--- src/rtl/branch_pkg.sv ---
// Shared encodings for the ID-stage branch resolution logic.
package branch_pkg;

  typedef enum logic [2:0] {
    BR_NONE = 3'b000,
    BR_BEQ  = 3'b001,
    BR_BNE  = 3'b010,
    BR_BLEZ = 3'b011,
    BR_BGTZ = 3'b100,
    BR_BLTZ = 3'b101,
    BR_BGEZ = 3'b110,
    BR_RSVD = 3'b111
  } br_op_e;

  typedef enum logic [1:0] {
    IDLE     = 2'b00,
    WAIT_OPS = 2'b01,
    REDIRECT = 2'b10
  } br_state_e;

  function automatic logic br_op_active(input logic [2:0] op);
    return (op != BR_NONE) && (op != BR_RSVD);
  endfunction

endpackage

--- src/rtl/branch_cond_compare.sv ---
// Combinational branch condition evaluation on two's-complement operands.
module branch_cond_compare
  import branch_pkg::*;
#(
  parameter int DATA_WIDTH = 32
) (
  input  logic [DATA_WIDTH-1:0] rs_data,
  input  logic [DATA_WIDTH-1:0] rt_data,
  input  logic [2:0]            br_op,
  output logic                  taken
);

  logic rs_neg;
  logic rs_zero;

  // Zero-compare branches only need the sign bit and a zero detect.
  assign rs_neg  = rs_data[DATA_WIDTH-1];
  assign rs_zero = (rs_data == '0);

  always_comb begin
    taken = 1'b0;
    case (br_op)
      BR_BEQ:  taken = (rs_data == rt_data);
      BR_BNE:  taken = (rs_data != rt_data);
      BR_BLEZ: taken = rs_neg || rs_zero;
      BR_BGTZ: taken = !rs_neg && !rs_zero;
      BR_BLTZ: taken = rs_neg;
      BR_BGEZ: taken = !rs_neg;
      default: taken = 1'b0;
    endcase
  end

endmodule

--- src/rtl/branch_resolve_unit.sv ---
// ID-stage branch resolution: condition check, operand-wait stall, registered
// one-cycle PC redirect with IF flush, and saturating branch statistics.
//
// state    | meaning
// IDLE     | no branch pending; resolves immediately when operands are ready
// WAIT_OPS | branch held in ID, stalling until forwarding reports ready
// REDIRECT | taken branch: redirect PC and flush IF for one cycle
module branch_resolve_unit
  import branch_pkg::*;
#(
  parameter int DATA_WIDTH = 32,
  parameter int PC_WIDTH   = 32,
  parameter int IMM_WIDTH  = 16,
  parameter int CNT_WIDTH  = 16
) (
  input  logic                  clk,
  input  logic                  reset,
  input  logic                  br_valid,
  input  logic [2:0]            br_op,
  input  logic [DATA_WIDTH-1:0] rs_data,
  input  logic [DATA_WIDTH-1:0] rt_data,
  input  logic                  ops_ready,
  input  logic [PC_WIDTH-1:0]   pc_plus4,
  input  logic [IMM_WIDTH-1:0]  imm,
  input  logic                  cnt_clr,
  output logic                  stall_id,
  output logic                  redirect_valid,
  output logic [PC_WIDTH-1:0]   redirect_pc,
  output logic                  flush_if,
  output logic [CNT_WIDTH-1:0]  br_count,
  output logic [CNT_WIDTH-1:0]  taken_count
);

  br_state_e            state_q, state_d;
  logic [PC_WIDTH-1:0]  redirect_pc_q, redirect_pc_d;
  logic [CNT_WIDTH-1:0] br_count_q, br_count_d;
  logic [CNT_WIDTH-1:0] taken_count_q, taken_count_d;

  logic                active;
  logic                taken;
  logic                resolve;
  logic [PC_WIDTH-1:0] imm_ext;
  logic [PC_WIDTH-1:0] target;

  branch_cond_compare #(.DATA_WIDTH(DATA_WIDTH)) u_cmp (
    .rs_data (rs_data),
    .rt_data (rt_data),
    .br_op   (br_op),
    .taken   (taken)
  );

  assign active  = br_valid && br_op_active(br_op);
  assign imm_ext = {{(PC_WIDTH-IMM_WIDTH){imm[IMM_WIDTH-1]}}, imm};
  assign target  = pc_plus4 + (imm_ext << 2);
  // REDIRECT is never a resolve cycle: its br_valid is the wrong-path slot.
  assign resolve = active && ops_ready && ((state_q == IDLE) || (state_q == WAIT_OPS));

  always_ff @(posedge clk or negedge reset) begin
    if (!reset) begin
      state_q       <= IDLE;
      redirect_pc_q <= '0;
      br_count_q    <= '0;
      taken_count_q <= '0;
    end else begin
      state_q       <= state_d;
      redirect_pc_q <= redirect_pc_d;
      br_count_q    <= br_count_d;
      taken_count_q <= taken_count_d;
    end
  end

  always_comb begin
    state_d = state_q;
    case (state_q)
      IDLE: begin
        if (active) state_d = ops_ready ? (taken ? REDIRECT : IDLE) : WAIT_OPS;
      end
      WAIT_OPS: begin
        if (!active)        state_d = IDLE;
        else if (ops_ready) state_d = taken ? REDIRECT : IDLE;
      end
      REDIRECT: state_d = IDLE;
      default:  state_d = IDLE;
    endcase
  end

  always_comb begin
    redirect_pc_d = redirect_pc_q;
    br_count_d    = br_count_q;
    taken_count_d = taken_count_q;
    if (resolve && taken) redirect_pc_d = target;
    if (cnt_clr) begin
      br_count_d    = '0;
      taken_count_d = '0;
    end else if (resolve) begin
      if (br_count_q != '1)             br_count_d    = br_count_q + 1'b1;
      if (taken && taken_count_q != '1) taken_count_d = taken_count_q + 1'b1;
    end
  end

  always_comb begin
    stall_id       = 1'b0;
    redirect_valid = 1'b0;
    flush_if       = 1'b0;
    case (state_q)
      IDLE:     stall_id = reset && active && !ops_ready;
      WAIT_OPS: stall_id = reset && !ops_ready;
      REDIRECT: begin
        redirect_valid = 1'b1;
        flush_if       = 1'b1;
      end
      default: ;
    endcase
  end

  assign redirect_pc = redirect_pc_q;
  assign br_count    = br_count_q;
  assign taken_count = taken_count_q;

endmodule

--- config.mk ---
export PLATFORM = sky130hd
export DESIGN_NAME = branch_resolve_unit
export DESIGN_NICKNAME = d
export VERILOG_FILES = /design/src/rtl/branch_pkg.sv /design/src/rtl/branch_cond_compare.sv /design/src/rtl/branch_resolve_unit.sv
export SDC_FILE = /design/constraint.sdc
export NUM_CORES = 1
export LEC_CHECK = 0
export BUFFER_PORTS_ARGS = -buffer_cell sky130_fd_sc_hd__buf_2
export CORE_MARGIN = 2
export CORE_UTILIZATION = 54
export CTS_CLUSTER_SIZE = 8
export DETAILED_ROUTE_END_ITERATION = 12
export GPL_ROUTABILITY_DRIVEN = 0
export PLACE_DENSITY = 0.95
export SYNTH_ARGS = -nofsm -noshare
export SYNTH_HDL_FRONTEND = slang
export SYNTH_SLANG_ARGS = --single-unit
--- constraint.sdc ---
create_clock -name clk -period 4.95 [get_ports clk]
set_input_delay 0.99 -clock clk [delete_from_list [all_inputs] [get_ports clk]]
set_output_delay 0.99 -clock clk [all_outputs]
set_load 0.01 [all_outputs]
Word level (Yosys, flattened, before mapping)
Index checks and enable logic that the tools add are counted.
- register bits after elaboration: 66
- bits in latches: 0
- memory bits (writable): 0
- ROM bits: 0
- bits of input ports: 120
- output and inout port bits: 67
- word-level logic and storage cells: 61
- memories: 0
- add/subtract/negate cells: 3
- $mul: 0
- divide/modulo/power cells: 0
- order comparisons: 0
- eq/ne operators: 15
- shift-type cells: 0
- muxes and demuxes: 15
- bitwise operators: 0
- reduce and logical (&&, ||, !) cells: 24
- operators by type and width (kind ; number):
    16-bit two-way mux ; 6
    16-bit by 1-bit adder with 16-bit output (second input constant) ; 2
    32-bit adder ; 1
    32-bit equality test ; 1
    32-bit logical NOT ; 1
    16-bit inequality test (second input constant) ; 2
    32-bit inequality test ; 1
    1-bit logical AND ; 10
    2-bit two-way mux ; 5
    3-bit equality test (second input constant) ; 3
    3-bit by 2-bit equality test with 1-bit output (second input constant) ; 2
    3-bit inequality test (second input constant) ; 2
    1-bit case mux with 6 select lines ; 1
    2-bit AND reduction ; 3
    2-bit nonzero test ; 3
    2-bit case mux with 2 select lines ; 1
    3-bit by 1-bit equality test with 1-bit output (second input constant) ; 1
    1-bit logical NOT ; 3
    3-bit nonzero test ; 1
    2-bit by 1-bit equality test with 1-bit output (second input constant) ; 1
    2-bit equality test (second input constant) ; 1
    2-bit logical NOT ; 1
    1-bit logical OR ; 2
    2-bit inequality test (second input constant) ; 1
    2 further kinds ; 2

Logic depth before layout (Yosys ltp)
- depth after elaboration: 8
- gate-level depth with buffers: 10
- depth with buffers taken out: 10

Modules after synthesis
Synthesis repeated with hierarchy kept, for this count alone.
- cell total of the unflattened synthesis: 568
- area total of the unflattened synthesis: 4911.0 um^2
- modules (own cells, without submodules) (module ; times used ; cells each ; area an instance (um^2) ; seq. area each (um^2)):
    branch_resolve_unit ; 1 ; 507 ; 4426.7 ; 1651.6
    branch_cond_compare ; 1 ; 61 ; 484.2 ; 0.0

Worst setup path before layout
Ideal clock, no wire load.
- path kind: input to register
- from: in pc_plus4[2]
- to: reg redirect_pc_q[24], in the netlist redirect_pc[24]
- setup time: 0.125 ns
- arrival: 3.227 ns
- required time: 4.825 ns
- path slack: 1.598 ns
- stages: 10
- buffers on the path: 0
- cell sequence: ha_1 fa_1 a211oi_1 o211ai_1 a221oi_2 o21ai_1 o31ai_4 o21ai_1 xor2_1 mux2_2
- longest elaborated chain between the ends: 1
- ends and longest elaborated chain (item ; RTL line ; RTL):
    start, declared ; branch_resolve_unit.sv:23 ; input logic [PC_WIDTH-1:0] pc_plus4,
    32-bit adder ; branch_resolve_unit.sv:54 ; assign target = pc_plus4 + (imm_ext << 2);
    end signal, assigned ; branch_resolve_unit.sv:66 ; redirect_pc_q <= redirect_pc_d;
    end, declared ; branch_resolve_unit.sv:35 ; logic [PC_WIDTH-1:0] redirect_pc_q, redirect_pc_d;
Every way passes these cells.
A chain may end at the register's enable or synchronous reset.

Final worst setup path
Ends and elaborated chain as after synthesis.

==> impl_metrics.py <==
metrics = {
    "synthesis": {
        "ys_seq_area_frac": 0.338,
        "synth_fp_nets": 708,
        "synth_area_mm2": 0.00489,
        "ys_top_cells_by_count": "dfrtp_1 (66), nand2_1 (63), xor2_1 (55)",
        "synth_edf_count": 0,
        "synthTopCellsByArea": "dfrtp_1 (34%), xor2_1 (9.8%), ha_1 (7.9%)",
        "synth_flop_cell": "dfrtp_1",
        "synth_most_common_cell": "dfrtp_1",
        "ys_async_sr_fraction": 1.00,
        "yosys.area.top_type": "dfrtp_1",
        "synth.avg_cell_area_um2": 8.80,
        "synth.top_cell.area_share": 0.338,
        "synth_cell_types": 60,
        "yosysWarnings": 0,
        "ys_ff_latch": 66,
        "netlist_instances": 556,
    },
    "cts": {
        "htreeDepth": 3,
        "cts_root_buffer": "clkbuf_8",
        "cts_sinks": 66,
        "clk_pin_slew_ns": 0.07,
        "clk_latency_ns": 0.34,
        "cts_tree": "built",
        "cts_hold_buf": 0,
        "cts_buffer_depth": 2,
        "cts_made_buffers": 9,
        "cts-resized-gates": 0,
        "cts_setup_buffers": 0,
    },
    "worst_setup_path": {
        "crit_top_cell": "o21ai_1",
        "path_buf_inv": 1,
        "required_ns": 5.16,
        "critPathLaunchType": "primary input",
        "cpLargestDelayFamily": "compound AO/OA/AOI/OAI gates",
        "cp_max_fo": 4,
        "crit_chain": "buf_2 > ha_1 > fa_1 > a211oi_1 > o211ai_1 > a221oi_2 > o21ai_1 > o31ai_4 > o21ai_1 > xor2_1 > mux2_2",
        "end_kind": "flip-flop",
        "worstSetupPathType": "in2reg",
        "critPathMaxStageDelay_ns": 0.45,
        "reg2regPathDepth": 7,
        "cp.arrival_ns": 3.70,
        "cp_slowest_cell": "fa_1",
        "critical_path_depth": 11,
    },
    "routing": {
        "met1_length_um": 5510,
        "wl_met2_um": 6950,
        "wl_um": 13900,
        "via_count": 5000,
        "drc": 0,
        "via_per_inst": 5.88,
        "top_layer": "met4",
        "drtIter0Drc": 274,
        "wl_met3_um": 1050,
        "ant_nets": 0,
        "wire_per_inst_um": 16.3,
        "firstDrtPassIters": 5,
    },
    "placement": {
        "numPortBuffers": 186,
        "pre_cts_ws_ns": 1.19,
        "dpl.hpwl_um": 11100,
        "place_inst": 835,
    },
    "sta": {
        "timing.final.hold_violations": 0,
        "rsz0062_at_grt": "no",
        "min_period_over_period": 0.704,
        "fmax_mhz": 287,
        "setup_viol": 0,
        "layout_setup_ws_ns": 1.46,
        "slew_viol_final": 0,
        "period_needed_ns": 3.49,
        "relSlewSlack": 0.436,
        "tns_ns": 0,
        "fin_skew_ns": 0.0113,
        "tightest_slew_ns": 0.846,
    },
    "floorplan": {
        "row_count": 34,
        "die_area_mm2": 0.00984,
        "initial_core_util": 0.558,
        "die_w_um": 99.2,
        "die_h_um": 99.2,
        "ios": 187,
        "core_mm2": 0.00876,
    },
    "global_routing": {
        "grt_pass1_wl_um": 22900,
        "antenna_found_initial": 0,
        "grt_pass1_vias": 4973,
        "grt_max_degree": 67,
        "grt_overflow_total": 0,
        "grt_use_total": 0.281,
    },
    "power_and_ir_drop": {
        "leakagePower_uw": 0.00299,
        "power_density_mw_per_mm2": 268,
        "power_uw": 1630,
        "vdd_drop_max_v": 0.000130,
    },
    "final_layout": {
        "drive_gt1_frac": 0.307,
        "fin_nets": 890,
        "regArea_mm2": 0.00165,
        "fillers": 692,
        "diodes": 0,
        "syn2layout_area_growth_pct": 24.2,
        "multiInputGateArea_mm2": 0.00311,
        "final_util": 0.693,
        "layout.cells.non_filler": 851,
    },
    "hold_path": {
        "hp-class": "reg2reg",
        "whs_path_depth": 2,
    },
    "run_status": {
        "outcome": "finished clean",
    },
    "job": {
        "maxCapViolations": 0,
    },
}
## cell type report
type                            count  area share
Clock inverter                      6     0.00700
Multi-Input combinational cell    460       0.512
Timing Repair Buffer              189       0.157
Inverter                           12     0.00782
Clock buffer                       10      0.0226
Sequential cell                    66       0.272
Tap cell                          108      0.0222
## cells by family after synthesis
| group | synth area share |
|---|---|
| AND/OR/NAND/NOR | 0.222 |
| AO/OA/AOI/OAI | 0.169 |
| XOR/XNOR | 0.152 |
| flip-flops | 0.338 |
| adder cells (fa/ha/maj) | 0.0834 |
| buffers and inverters | 0.0271 |
| multiplexers | 0.00895 |
## worst paths after layout
kind / from / to / slack, ns
worst min-delay path: redirect_pc[2] / redirect_pc[2] / 0.48
worst max register to register: state_q[1] / redirect_pc[29] / 2.31
min in group asynchronous: reset / taken_count[15] / 0.87
worst min register to register: redirect_pc[2] / redirect_pc[2] / 0.48
max in group asynchronous: reset / redirect_pc[21] / 3.52
worst max-delay path: pc_plus4[2] / redirect_pc[24] / 1.46
## tightest hold or removal path: cells and delay by family (launching register included)
kind	cells	cell delay, ns
flops	1	0.34
simple gates	2	0.11
## stage by stage
stage	hold slack, ns	instance area [um^2]
after CTS	0.476	6080
final	0.477	6080
after global routing	0.491	6080
after floorplan	0.446	4890
after global placement	0.455	5900
after detailed placement	0.458	5900
## placed cells by master (no fill, tap or decap), types with 9 or more instances in the layout
| master | netlist | routed |
|---|---|---|
| a21o_1 | 11 | 11 |
| o21ai_0 | 36 | 36 |
| inv_1 | 11 | 11 |
| nand3_1 | 25 | 25 |
| clkbuf_8 | 0 | 10 |
| nand4_1 | 9 | 9 |
| xnor2_1 | 30 | 30 |
| nor2_1 | 53 | 53 |
| xor2_1 | 55 | 55 |
| ha_1 | 31 | 31 |
| dfrtp_1 | 66 | 66 |
| nand2_1 | 63 | 63 |
| nor4_1 | 17 | 17 |
| a21oi_1 | 29 | 29 |
| buf_2 | 5 | 186 |
## metal layers
layer,GRT usage,vias to the layer above
met5,0,-
met4,0.112,0
met3,0.0401,42
met2,0.488,265
met1,0.354,2329
li1,-,2364
## where the power goes
group	total, uW	switching [uW]	internal, uW
Clock	416	220	195
Sequential	671	48.7	622
Combinational	542	312	230
Total	1630	581	1050
## registers in the layout, indices dropped and copies added (netlist names)
name,flops
redirect_pc,32
taken_count,16
br_count,16
state_q,2
Note: power is estimated with default switching activity, not from simulation.
